File: config.mk
export PLATFORM = sky130hd
export DESIGN_NAME = radar_tx_strobe_sink_flat
export DESIGN_NICKNAME = d
export VERILOG_FILES = /design/src/rtl/radar_tx_strobe_sink_if.sv /design/src/rtl/radar_tx_strobe_sink.sv /design/src/flat_wrapper.sv
export SDC_FILE = /design/constraint.sdc
export NUM_CORES = 1
export LEC_CHECK = 0
export CAP_MARGIN = 15
export CORE_MARGIN = 5
export CORE_UTILIZATION = 50
export CTS_CLUSTER_DIAMETER = 150
export DETAILED_ROUTE_END_ITERATION = 7
export GPL_TIMING_DRIVEN = 1
export PLACE_DENSITY = 0.85
export SLEW_MARGIN = 20
export SYNTH_ARGS = -nofsm -noshare
export SYNTH_HDL_FRONTEND = slang
export SYNTH_SLANG_ARGS = --single-unit
File: constraint.sdc
create_clock -name clk -period 3.8 [get_ports clk]
set_clock_uncertainty 0.1 [all_clocks]
set_input_delay 0.76 -clock clk [delete_from_list [all_inputs] [get_ports clk]]
set_output_delay 0.76 -clock clk [all_outputs]
set_load 0.05 [all_outputs]
File: src/rtl/radar_tx_strobe_sink_if.sv
// ---------------------------------------------------------------------------
// radar_tx_strobe_sink_if
//   AXI-Stream style sample link from the radar delay FIFO to the TX strobe
//   sink.
//   i_tdata  : sample (I/Q packed)
//   i_tvalid : sample present
//   i_tlast  : last sample of the packet
//   i_tready : sink accepts the sample this cycle
//   master : FIFO side (drives data/valid/last)
//   slave  : sink side (drives ready)
// ---------------------------------------------------------------------------
interface radar_tx_strobe_sink_if #(
  parameter int WIDTH = 32
);
  logic [WIDTH-1:0] i_tdata;
  logic             i_tvalid;
  logic             i_tlast;
  logic             i_tready;

  modport master (output i_tdata, output i_tvalid, output i_tlast, input i_tready);
  modport slave  (input i_tdata, input i_tvalid, input i_tlast, output i_tready);
endinterface

File: src/rtl/radar_tx_strobe_sink.sv
// ---------------------------------------------------------------------------
// radar_tx_strobe_sink
//   Drains one burst of burst_len samples from the delay FIFO into the radio
//   frontend, one sample per frontend strobe. Underruns (strobe with no sample)
//   and tlast/length mismatches are flagged, after which the rest of the packet
//   is discarded up to its tlast.
//
//   clk, reset_n   : clock, asynchronous active-low reset
//   clear          : synchronous soft reset, overrides every other input
//   start          : arm a burst of burst_len samples (ignored unless idle)
//   burst_len      : samples per burst, latched when start is accepted
//   s_axis         : sample stream from the FIFO (slave modport)
//   strobe         : frontend sample enable
//   tx_data/tx_stb : sample to the frontend, tx_stb marks a new sample
//   run            : burst armed or running
//   done           : clean burst completion pulse
//   err_underrun   : strobe arrived with no sample available
//   err_len        : tlast did not line up with burst_len
//   underrun_cnt   : saturating underrun count
// ---------------------------------------------------------------------------
module radar_tx_strobe_sink #(
  parameter int WIDTH    = 32,
  parameter int LEN_W    = 16,
  parameter int ERRCNT_W = 16
) (
  input  logic                clk,
  input  logic                reset_n,
  input  logic                clear,
  input  logic                start,
  input  logic [LEN_W-1:0]    burst_len,
  radar_tx_strobe_sink_if.slave s_axis,
  input  logic                strobe,
  output logic [WIDTH-1:0]    tx_data,
  output logic                tx_stb,
  output logic                run,
  output logic                done,
  output logic                err_underrun,
  output logic                err_len,
  output logic [ERRCNT_W-1:0] underrun_cnt
);

  typedef enum logic [1:0] {
    IDLE  = 2'd0,
    ARMED = 2'd1,
    RUN   = 2'd2,
    FLUSH = 2'd3
  } state_t;

  state_t           state;
  logic [LEN_W-1:0] len_q;
  logic [LEN_W-1:0] cnt_q;
  logic [LEN_W-1:0] cnt_next;
  logic             last_beat;
  logic             tready_c;

  assign cnt_next  = cnt_q + LEN_W'(1);
  assign last_beat = (cnt_next == len_q);

  // Ready follows the strobe while running so exactly one beat is pulled per
  // strobe; clear blocks it so an abandoned burst consumes nothing upstream.
  // NOTE: every always_comb output gets a default first, so no path leaves it
  // unassigned and no latch is inferred.
  always_comb begin
    tready_c = 1'b0;
    case (state)
      RUN:     tready_c = strobe;
      FLUSH:   tready_c = 1'b1;
      default: tready_c = 1'b0;
    endcase
    if (clear) tready_c = 1'b0;
  end

  assign s_axis.i_tready = tready_c;

  // NOTE: sequential state uses non-blocking assignments only, so every
  // register samples the pre-edge values of its neighbours.
  always_ff @(posedge clk or negedge reset_n) begin
    if (!reset_n) begin
      state        <= IDLE;
      len_q        <= '0;
      cnt_q        <= '0;
      tx_data      <= '0;
      tx_stb       <= 1'b0;
      run          <= 1'b0;
      done         <= 1'b0;
      err_underrun <= 1'b0;
      err_len      <= 1'b0;
      underrun_cnt <= '0;
    end else if (clear) begin
      state        <= IDLE;
      len_q        <= '0;
      cnt_q        <= '0;
      tx_data      <= '0;
      tx_stb       <= 1'b0;
      run          <= 1'b0;
      done         <= 1'b0;
      err_underrun <= 1'b0;
      err_len      <= 1'b0;
      underrun_cnt <= '0;
    end else begin
      // Pulses default low; tx_data holds unless a strobe is serviced.
      tx_stb       <= 1'b0;
      done         <= 1'b0;
      err_underrun <= 1'b0;
      err_len      <= 1'b0;

      case (state)
        IDLE: begin
          if (start && (burst_len != '0)) begin
            len_q <= burst_len;
            cnt_q <= '0;
            state <= ARMED;
            run   <= 1'b1;
          end
        end

        // Wait for the FIFO to hold data before honouring strobes.
        ARMED: begin
          if (s_axis.i_tvalid) state <= RUN;
        end

        RUN: begin
          if (strobe) begin
            tx_stb <= 1'b1;
            if (s_axis.i_tvalid) begin
              tx_data <= s_axis.i_tdata;
              cnt_q   <= cnt_next;
              if (last_beat) begin
                run <= 1'b0;
                if (s_axis.i_tlast) begin
                  done  <= 1'b1;
                  state <= IDLE;
                end else begin
                  // Packet is longer than the burst: drop the tail.
                  err_len <= 1'b1;
                  state   <= FLUSH;
                end
              end else if (s_axis.i_tlast) begin
                // Packet ended early: already at a packet boundary.
                err_len <= 1'b1;
                run     <= 1'b0;
                state   <= IDLE;
              end
            end else begin
              tx_data      <= '0;
              err_underrun <= 1'b1;
              run          <= 1'b0;
              state        <= FLUSH;
              if (underrun_cnt != {ERRCNT_W{1'b1}})
                underrun_cnt <= underrun_cnt + ERRCNT_W'(1);
            end
          end
        end

        // Discard beats until the packet boundary.
        FLUSH: begin
          if (s_axis.i_tvalid && s_axis.i_tlast) state <= IDLE;
        end

        default: state <= IDLE;
      endcase
    end
  end

endmodule

File: src/flat_wrapper.sv
// flat-port wrapper written by rule: the top's interface ports become plain ports
module radar_tx_strobe_sink_flat 
#(
  parameter int WIDTH    = 32,
  parameter int LEN_W    = 16,
  parameter int ERRCNT_W = 16
)
  (clk, reset_n, clear, start, burst_len, strobe, tx_data, tx_stb, run, done, err_underrun, err_len, underrun_cnt, s_axis_i_tdata, s_axis_i_tvalid, s_axis_i_tlast, s_axis_i_tready);
  radar_tx_strobe_sink_if #(.WIDTH(WIDTH)) s_axis_i ();
  input  logic clk;
  input  logic reset_n;
  input  logic clear;
  input  logic start;
  input  logic [LEN_W-1:0] burst_len;
  input  logic strobe;
  output logic [WIDTH-1:0] tx_data;
  output logic tx_stb;
  output logic run;
  output logic done;
  output logic err_underrun;
  output logic err_len;
  output logic [ERRCNT_W-1:0] underrun_cnt;
  input wire logic [$bits(s_axis_i.i_tdata)-1:0] s_axis_i_tdata;
  input wire logic [$bits(s_axis_i.i_tvalid)-1:0] s_axis_i_tvalid;
  input wire logic [$bits(s_axis_i.i_tlast)-1:0] s_axis_i_tlast;
  output wire logic [$bits(s_axis_i.i_tready)-1:0] s_axis_i_tready;
  assign s_axis_i.i_tdata = s_axis_i_tdata;
  assign s_axis_i.i_tvalid = s_axis_i_tvalid;
  assign s_axis_i.i_tlast = s_axis_i_tlast;
  assign s_axis_i_tready = s_axis_i.i_tready;
  radar_tx_strobe_sink #(.WIDTH(WIDTH), .LEN_W(LEN_W), .ERRCNT_W(ERRCNT_W)) u_core (.clk(clk), .reset_n(reset_n), .clear(clear), .start(start), .burst_len(burst_len), .s_axis(s_axis_i), .strobe(strobe), .tx_data(tx_data), .tx_stb(tx_stb), .run(run), .done(done), .err_underrun(err_underrun), .err_len(err_len), .underrun_cnt(underrun_cnt));
endmodule
Word level (Yosys, flattened, before mapping):

Index checks and enable logic that the tools add are counted.

* bits of input ports: 55
* bits in registers: 87

* $add $sub $neg: 2
* reductions and logical operators: 16
* mux-type cells: 55
* equal/unequal tests: 12

Operators by type and width (number)
* two-way mux 16 bit: 12
* two-way mux 32 bit: 4
* adder 16 x 1 -> 16 bit (second input constant): 2
* case mux 16 bit (2 select lines): 1
* two-way mux 1 bit: 26
* two-way mux 2 bit: 9
* == test 16 bit: 1
* inequality test 16 bit (second input constant): 1
* nonzero test 16 bit: 1
* AND reduction 4 bit: 3
* nonzero test 2 bit: 5
* inequality test 3 bit (second input constant): 3
* case mux 2 bit (4 select lines): 1
* inequality test 3 x 2 -> 1 bit (second input constant): 2
* inequality test 5 x 4 -> 1 bit (second input constant): 1
* AND reduction 5 bit: 1
* == test 2 bit (second input constant): 2
* case mux 1 bit (2 select lines): 2
* AND reduction 2 bit: 2
* nonzero test 3 bit: 1
* == test 2 x 1 -> 1 bit (second input constant): 1
* logical AND 1 bit: 2
* logical NOT 2 bit: 1
* inequality test 2 bit (second input constant): 1

Longest topological paths before layout:

Gate-level depths: netlist of the first run.

* depth after elaboration: 7
* gate-level depth with buffers: 14
* gate-level depth less buffers: 13

Worst setup path before layout of the first run:

No wires, ideal clock.

* path kind: input-to-output
* from: input clear
* to: output s_axis_i_tready
* data arrival time: 2.377 ns
* path slack: 0.563 ns
* cell stages on the path: 4
* buffers on the path: 3
* cell sequence: clkbuf_1 clkbuf_1 clkbuf_1 nor3_1

* longest elaborated chain between the ends: 1

Ends and longest elaborated chain
* start, declared: line flat_wrapper.sv:12 `input logic clear;`
* two-way mux 1 bit: line radar_tx_strobe_sink.sv:70 `if (clear) tready_c = 1'b0;`
* end, declared: line flat_wrapper.sv:26 `output wire logic [$bits(s_axis_i.i_tready)-1:0] s_axis_i_tready;`

No other way between the ends.

Worst setup path in the final report of the first run:

* from: register u_core.cnt_q[2]
* to: register u_core.state[1]

* longest elaborated chain between the ends: 7

Ends and longest elaborated chain
* start, declared: line radar_tx_strobe_sink.sv:51 `logic [LEN_W-1:0] cnt_q;`
* start signal, assigned: line radar_tx_strobe_sink.sv:127 `cnt_q <= cnt_next;`
* adder 16 x 1 -> 16 bit *: line radar_tx_strobe_sink.sv:56 `assign cnt_next = cnt_q + LEN_W'(1);`
* == test 16 bit *: line radar_tx_strobe_sink.sv:57 `assign last_beat = (cnt_next == len_q);`
* two-way mux 2 bit: line radar_tx_strobe_sink.sv:128 `if (last_beat) begin`
* two-way mux 2 bit: line radar_tx_strobe_sink.sv:125 `if (s_axis.i_tvalid) begin`
* two-way mux 2 bit: line radar_tx_strobe_sink.sv:123 `if (strobe) begin`
* case mux 2 bit (4 select lines): line radar_tx_strobe_sink.sv:107 `case (state)`
* two-way mux 2 bit: line radar_tx_strobe_sink.sv:89 `end else if (clear) begin`
* end signal, assigned: line radar_tx_strobe_sink.sv:90 `state <= IDLE;`
* end signal, assigned: line radar_tx_strobe_sink.sv:112 `state <= ARMED;`
* end signal, assigned: line radar_tx_strobe_sink.sv:132 `state <= IDLE;`
* end, declared: line radar_tx_strobe_sink.sv:49 `state_t state;`

Every way passes the cells marked *; elsewhere a longest branch is shown, timed or not. The select of a mux whose other input is x is not followed.
A chain may end at the register's enable or synchronous reset.

==> flow_summary.yaml, run 1 <==
yosys:
  syn_area_sq_um: 4440
  synth_cells: 455
  synth.avg_cell_area_sq_um: 9.75
  ys.flop_type: "dfrtp_1"
  ys_types: 55
  syn_nets: 514
  yosys_warnings: 0
  ys_ff_latch: 87
  ys_seq_area_frac: 0.491
  synth_edf_count: 0
  async_flop_share: 1.00
finish:
  diodes: 0
  nNetsFinal: 612
  finish.utilization: 0.675
  fin_area_sq_um: 5860
  fillCellCount: 656
  synthToLayoutAreaGrowth_pct: 32.1
  drive_gt1_frac: 0.0753
flow_run:
  maxCapViolCount: 0
worst_setup_path:
  worst-r2r-cell-count: 12
  rrSetupSlack_ns: 0.26
  worstPathArrival_ns: 3.73
  slowest_stage: "nor4_1"
  cp.required_ns: 3.99
  reg2reg_to: "u_core.state[1]$_DFFE_PN0P_"
  worst-path-max-fanout: 10
  critPathKind: "reg -> reg"
  worst_path_most_repeated_cell: "a21oi_1"
  start_kind: "flip-flop"
  startpoint: "u_core.cnt_q[2]$_DFFE_PN0P_"
  setup.worst_path.end_class: "flip-flop"
  critical_path.cell_chain: "nand4_2, nor4_1, xnor2_1, o221ai_2, a2111oi_4, ha_1, nor2_1, a22o_1, a21oi_1, o21ai_0, o31a_1, a21oi_1"
  cp_slowest_stage_delay_ns: 0.72
  r2r_start: "u_core.cnt_q[2]$_DFFE_PN0P_"
  crit_path_end: "u_core.state[1]$_DFFE_PN0P_"
route:
  vias: 3893
  detail_route.wl_per_cell_microns: 17.4
  antenna_left: 0
  routed_wl_mm: 11.6
  drt_iter0_drc: 237
  drtPass1Iterations: 5
  drc: 0
  via_per_inst: 5.85
placed_design:
  hpwl_mm: 8.37
  place_area_sq_um: 5620
  place_congestion: 0.923
  portBuffers: 108
floorplan:
  die_area_sq_um: 10900
  die_y_microns: 104
  die_x_microns: 104
  num_rows: 34
  start_util: 0.511
  core_sq_um: 8680
  pin_count: 109
power:
  p_clk_frac: 0.367
  swShare: 0.273
  p_int_w: 0.00147
  p_switching_w: 0.000549
  ir_drop_mv: 0.200
  pwr-share-seq: 0.489
  power_leakage_nw: 2.41
  power_frac_comb: 0.144
  powerDensity_nw_per_um2: 344
clock_network:
  numCtsBuffers: 9
  cts.sinks: 87
  cts_hold_buffers: 0
  cts_tree: "built"
  clk_path_buf_depth: 2
  clkSlewWorstSetupHoldPaths_ns: 0.09
  clock_latency_ns: 0.36
  cts_htree_levels: 3
  clockRootBuffer: "clkbuf_8"
timing:
  rsz0062_at_grt: "false"
  period_share: 0.932
  worst_pin_slew_ns: 0.774
  fin_crit_ns: 3.54
  report.final.slew_viol_count: 0
  fmax_mhz: 282
  hold_violations: 0
  setup_viol: 0
  finalSetupTns_ns: 0
  maxSlewHeadroom: 0.484
min_path:
  hold_class: "in -> async"
grt:
  grt_max_degree: 88
  antenna_found_initial: 0
  globalRouteOverflowTotal: 0
  grt_pass1_vias: 3971
  grtUsageTotal: 0.215
  grt_pass1_wl_mm: 19.5
status:
  status: "complete, no violations"
## flip-flops by register name, summed over array words and instances, names as in the netlist
| signal | count |
|---|---|
| u_core.len_q | 16 |
| u_core.done | 1 |
| u_core.err_underrun | 1 |
| u_core.state | 2 |
| u_core.run | 1 |
| u_core.tx_stb | 1 |
| u_core.underrun_cnt | 16 |
| u_core.cnt_q | 16 |
| u_core.tx_data | 32 |
| u_core.err_len | 1 |
## through the flow
stage / power (W) / hold WS, ns / instances / setup WS, ns
global route: 0.00209 / 0.423 / 666 / 0.0720
global placement: 0.00128 / 0.381 / 650 / 0.453
floorplan: 0.00115 / 0.364 / 455 / 0.563
finish: 0.00201 / 0.349 / 666 / 0.258
CTS: 0.00202 / 0.412 / 666 / 0.220
detailed placement: 0.00129 / 0.382 / 650 / 0.253
## routing by layer
metal  share of wire  GRT usage  up-vias
met2            0.49      0.352      158
met1            0.42      0.275     1876
met5               0          0        -
li1                -          -     1835
met4           0.021     0.0740        0
met3           0.069     0.0596       24
## kinds of logic (layout without fill, tap and decap cells)
family	count (synthesis)	count (layout)	synth area share
xor gates and xnor gates	32	32	0.0665
AOI/OAI and AO/OA	120	120	0.193
adders and majority gates	4	4	0.0113
buffers and inverters	41	144	0.0381
muxes	1	1	0.00226
DFF	87	87	0.491
and+or+nand+nor	170	170	0.198
## power by group through the flow
stage               logic [W]  registers, W  clock network (W)
floorplan            0.000119       0.00103                  0
global placement     0.000282       0.00100                  0
detailed placement   0.000288       0.00100                  0
CTS                  0.000291      0.000986           0.000746
global route         0.000316      0.000991           0.000787
finish               0.000290      0.000986           0.000739
## cell type report
cell class / count / area, sq um / area share
Tap cell: 108 / 135 / 0.0231
Inverter: 9 / 33.8 / 0.00576
Sequential cell: 87 / 2180 / 0.371
Multi-Input combinational cell: 327 / 2100 / 0.358
Timing Repair Buffer: 119 / 1190 / 0.203
Clock inverter: 7 / 103 / 0.0175
Clock buffer: 9 / 124 / 0.0211
## how the worst min path moves through the flow
stage | cells after the start | start | slack (ns) | endpoint
after CTS | 1 | u_core.tx_data[20]$_DFFE_PN0P_ | 0.41 | u_core.tx_data[20]$_DFFE_PN0P_
final | 1 | reset_n | 0.35 | u_core.cnt_q[2]$_DFFE_PN0P_
after global routing | 1 | reset_n | 0.42 | u_core.len_q[2]$_DFFE_PN0P_
after global placement | 1 | u_core.tx_data[20]$_DFFE_PN0P_ | 0.38 | u_core.tx_data[20]$_DFFE_PN0P_
after detailed placement | 1 | u_core.tx_data[4]$_DFFE_PN0P_ | 0.38 | u_core.tx_data[4]$_DFFE_PN0P_
after floorplan | 0 | reset_n | 0.36 | u_core.cnt_q[0]$_DFFE_PN0P_
## cell usage after synthesis (all sizes together) (2+ instances only)
| cell type | number | area [sq um] |
|---|---|---|
| ha | 4 | 50.1 |
| a2111oi | 2 | 36.3 |
| and3 | 7 | 43.8 |
| and2 | 2 | 12.5 |
| nand4b | 2 | 17.5 |
| and4 | 2 | 17.5 |
| clkbuf | 22 | 82.6 |
| nor2 | 37 | 139 |
| nor4 | 15 | 93.8 |
| or3 | 3 | 18.8 |
| nor3 | 10 | 50.1 |
| or2 | 2 | 12.5 |
| o31ai | 6 | 45.0 |
| nand2b | 22 | 138 |
| buf | 10 | 52.6 |
| a22o | 34 | 298 |
| nand2 | 39 | 146 |
| nand4 | 10 | 68.8 |
| nand3 | 11 | 60.1 |
| a31o | 2 | 17.5 |
| o21ai | 45 | 225 |
| a31oi | 2 | 12.5 |
| o211a | 2 | 20.0 |
| dfrtp | 87 | 2180 |
| nor2b | 2 | 12.5 |
| a21oi | 12 | 63.8 |
| o41ai | 3 | 26.3 |
| inv | 9 | 33.8 |
| nand3b | 2 | 15.0 |
| xor2 | 7 | 61.3 |
| xnor2 | 24 | 210 |
## cells in the final DEF (no fill, tap or decap), types with 10 or more instances in the layout
| cell | Yosys | routed |
|---|---|---|
| nor4_1 | 15 | 15 |
| o21ai_0 | 45 | 45 |
| nand2b_1 | 22 | 22 |
| xnor2_1 | 24 | 24 |
| nor3_1 | 10 | 10 |
| nand2_1 | 39 | 39 |
| clkdlybuf4s50_1 | 0 | 106 |
| buf_4 | 1 | 10 |
| a21oi_1 | 11 | 11 |
| a22o_1 | 34 | 34 |
| nor2_1 | 37 | 37 |
| dfrtp_1 | 87 | 87 |
## critical path, delay by kind of cell, from the launching register on
family                     cells  cell delay [ns]
AOI/OAI and AO/OA              7             1.36
and+or+nand+nor                3             1.00
adders and majority gates      1             0.25
DFF                            1             0.54
xor gates and xnor gates       1             0.22
## timing repair
action,4_1_cts,5_1_grt
gates resized for setup,0,2
setup buffers,0,0
setup endpoints to repair,0,2
Note: power is estimated with default switching activity, not from simulation.
==> inputs of run 2 (changes only) <==
- CORE_UTILIZATION: 50 -> 30
- PLACE_DENSITY: 0.85 -> 0.57
==> flow_summary.yaml, run 2 (same netlist as run 1, synthesis figures left out) <==
route:
  routed_wl_mm: 12.3
  via_per_inst: 5.15
  detail_route.wl_per_cell_microns: 16.5
  drt_iter0_drc: 224
  vias: 3834
  antenna_left: 0
  drtPass1Iterations: 4
  drc: 0
finish:
  final_common_cell: "clkdlybuf4s50_1"
  fillCellCount: 1463
  synthToLayoutAreaGrowth_pct: 35.7
  largest_reg_flops: 32
  top_register: "u_core.tx_data"
  diodes: 0
  nNetsFinal: 615
  fin_cells: 744
  drive_gt1_frac: 0.0786
  finish.utilization: 0.414
  final_cell_mix: "clkdlybuf4s50_1 (106), dfrtp_1 (87), o21ai_0 (45)"
clock_network:
  cts_htree_levels: 3
  clockRootBuffer: "clkbuf_16"
  clock_latency_ns: 0.34
  cts.sinks: 87
  clkSlewWorstSetupHoldPaths_ns: 0.07
  clk_path_buf_depth: 2
  numCtsBuffers: 9
  cts_tree: "built"
timing:
  rsz0062_at_grt: "false"
  fmax_mhz: 291
  setup_viol: 0
  finalSetupTns_ns: 0
  fin_crit_ns: 3.43
  maxSlewHeadroom: 0.451
  report.final.slew_viol_count: 0
  hold_violations: 0
  period_share: 0.904
  worst_pin_slew_ns: 0.821
placed_design:
  portBuffers: 108
  hpwl_mm: 8.92
  dp.cells: 728
  place_congestion: 0.842
status:
  status: "complete, no violations"
floorplan:
  num_rows: 44
  start_util: 0.305
  die_x_microns: 132
  core_sq_um: 14500
  die_area_sq_um: 17300
  pin_count: 109
  die_y_microns: 132
worst_setup_path:
  cp.required_ns: 3.97
  setup.worst_path.end_class: "flip-flop"
  worst-path-max-fanout: 8
  start_kind: "flip-flop"
  rrSetupSlack_ns: 0.37
  critPathKind: "reg -> reg"
  worstPathArrival_ns: 3.60
power:
  finalPower_w: 0.00213
  pwr-share-seq: 0.464
  power_frac_comb: 0.136
  power_leakage_nw: 2.44
  powerDensity_nw_per_um2: 354
  ir_drop_mv: 0.179
  p_clk_frac: 0.400
  p_int_w: 0.00159
  p_switching_w: 0.000539
  swShare: 0.253
flow_run:
  maxCapViolCount: 0
grt:
  grtUsageTotal: 0.147
  globalRouteOverflowTotal: 0
  grt_pass1_wl_mm: 21.3
  grt_max_degree: 61
  antenna_found_initial: 0
  grt_pass1_vias: 4164
min_path:
  hold_class: "in -> async"
[run 2: changes by cell type in the layout (fill, tap and decap cells not counted), moves of 2 or more]
| cell | previous run | this run |
|---|---|---|
| clkbuf_1 | 0 | 2 |
| clkinv_2 | 0 | 2 |
| clkbuf_8 | 9 | 0 |
| buf_4 | 10 | 15 |
| inv_6 | 3 | 0 |
| clkbuf_16 | 0 | 9 |
[run 2: worst max-delay path, stage by stage, from the launching register on]
cell and delay [ns]:
dfrtp_1 0.48, ha_2 0.30, nand3_2 0.19, o21a_1 0.22, a2111oi_0 0.39, nand4_1 0.26
a2111oi_4 0.39, ha_1 0.24, nor2_1 0.04, a22o_1 0.19, a21oi_1 0.18, o21ai_0 0.11
o31a_1 0.14, a21oi_1 0.12
[run 2: path summary, 6_finish.rpt]
check                                         startpoint                            end  cells after the start
setup / recovery             u_core.cnt_q[0]$_DFFE_PN0P_    u_core.state[1]$_DFFE_PN0P_                     13
hold / removal                                   reset_n    u_core.cnt_q[3]$_DFFE_PN0P_                      1
setup reg to reg             u_core.cnt_q[0]$_DFFE_PN0P_    u_core.state[1]$_DFFE_PN0P_                     13
hold reg to reg            u_core.tx_data[9]$_DFFE_PN0P_  u_core.tx_data[9]$_DFFE_PN0P_                      1
max in group asynchronous                        reset_n  u_core.tx_data[6]$_DFFE_PN0P_                      2
min in group clk           u_core.tx_data[9]$_DFFE_PN0P_  u_core.tx_data[9]$_DFFE_PN0P_                      1
[run 2: layout make-up]
type,count,area [sq um],share of cell area
Sequential cell,87,2180,0.361
Timing Repair Buffer,122,1190,0.198
Clock buffer,11,233,0.0386
Multi-Input combinational cell,327,2110,0.350
Tap cell,184,230,0.0382
Clock inverter,4,47.5,0.00789
Inverter,9,33.8,0.00561
[run 2: power groups by stage]
stage	combinational (W)	sequential (W)	clock, W
6_report	0.000290	0.000988	0.000853
5_1_grt	0.000320	0.000993	0.000936
4_1_cts	0.000293	0.000988	0.000884
3_5_place_dp	0.000293	0.00100	0
3_3_place_gp	0.000288	0.00100	0
2_1_floorplan	0.000119	0.00103	0
[run 2: routing by layer]
layer  vias to the layer above  share of wire  global-route usage  routed length (microns)
met4                         0          0.017              0.0434                      204
met5                         -              0                   0                        0
met1                      1863           0.45               0.190                     5510
li1                       1833              -                   -                        -
met2                       117           0.47               0.235                     5730
met3                        21          0.068              0.0489                      829
[run 2: repair_timing]
action                     4_1_cts  5_1_grt
resized for setup                0        3
setup buffers                    0        1
hold buffers                     0        0
setup endpoints to repair        0        2
[run 2: metrics by stage]
step / worst slack [ns] / hold WS (ns) / area [sq um]
floorplan: 0.563 / 0.364 / 4440
global placement: 0.405 / 0.383 / 5720
detailed placement: 0.230 / 0.382 / 5720
CTS: 0.215 / 0.403 / 6000
global route: 0.105 / 0.430 / 6020
finish: 0.366 / 0.391 / 6020
==> inputs of run 3 (changes only) <==
- CAP_MARGIN: 15 -> not set
==> results of run 3 <==
Same layout as run 2: the final DEF is identical, and so are final timing and power.
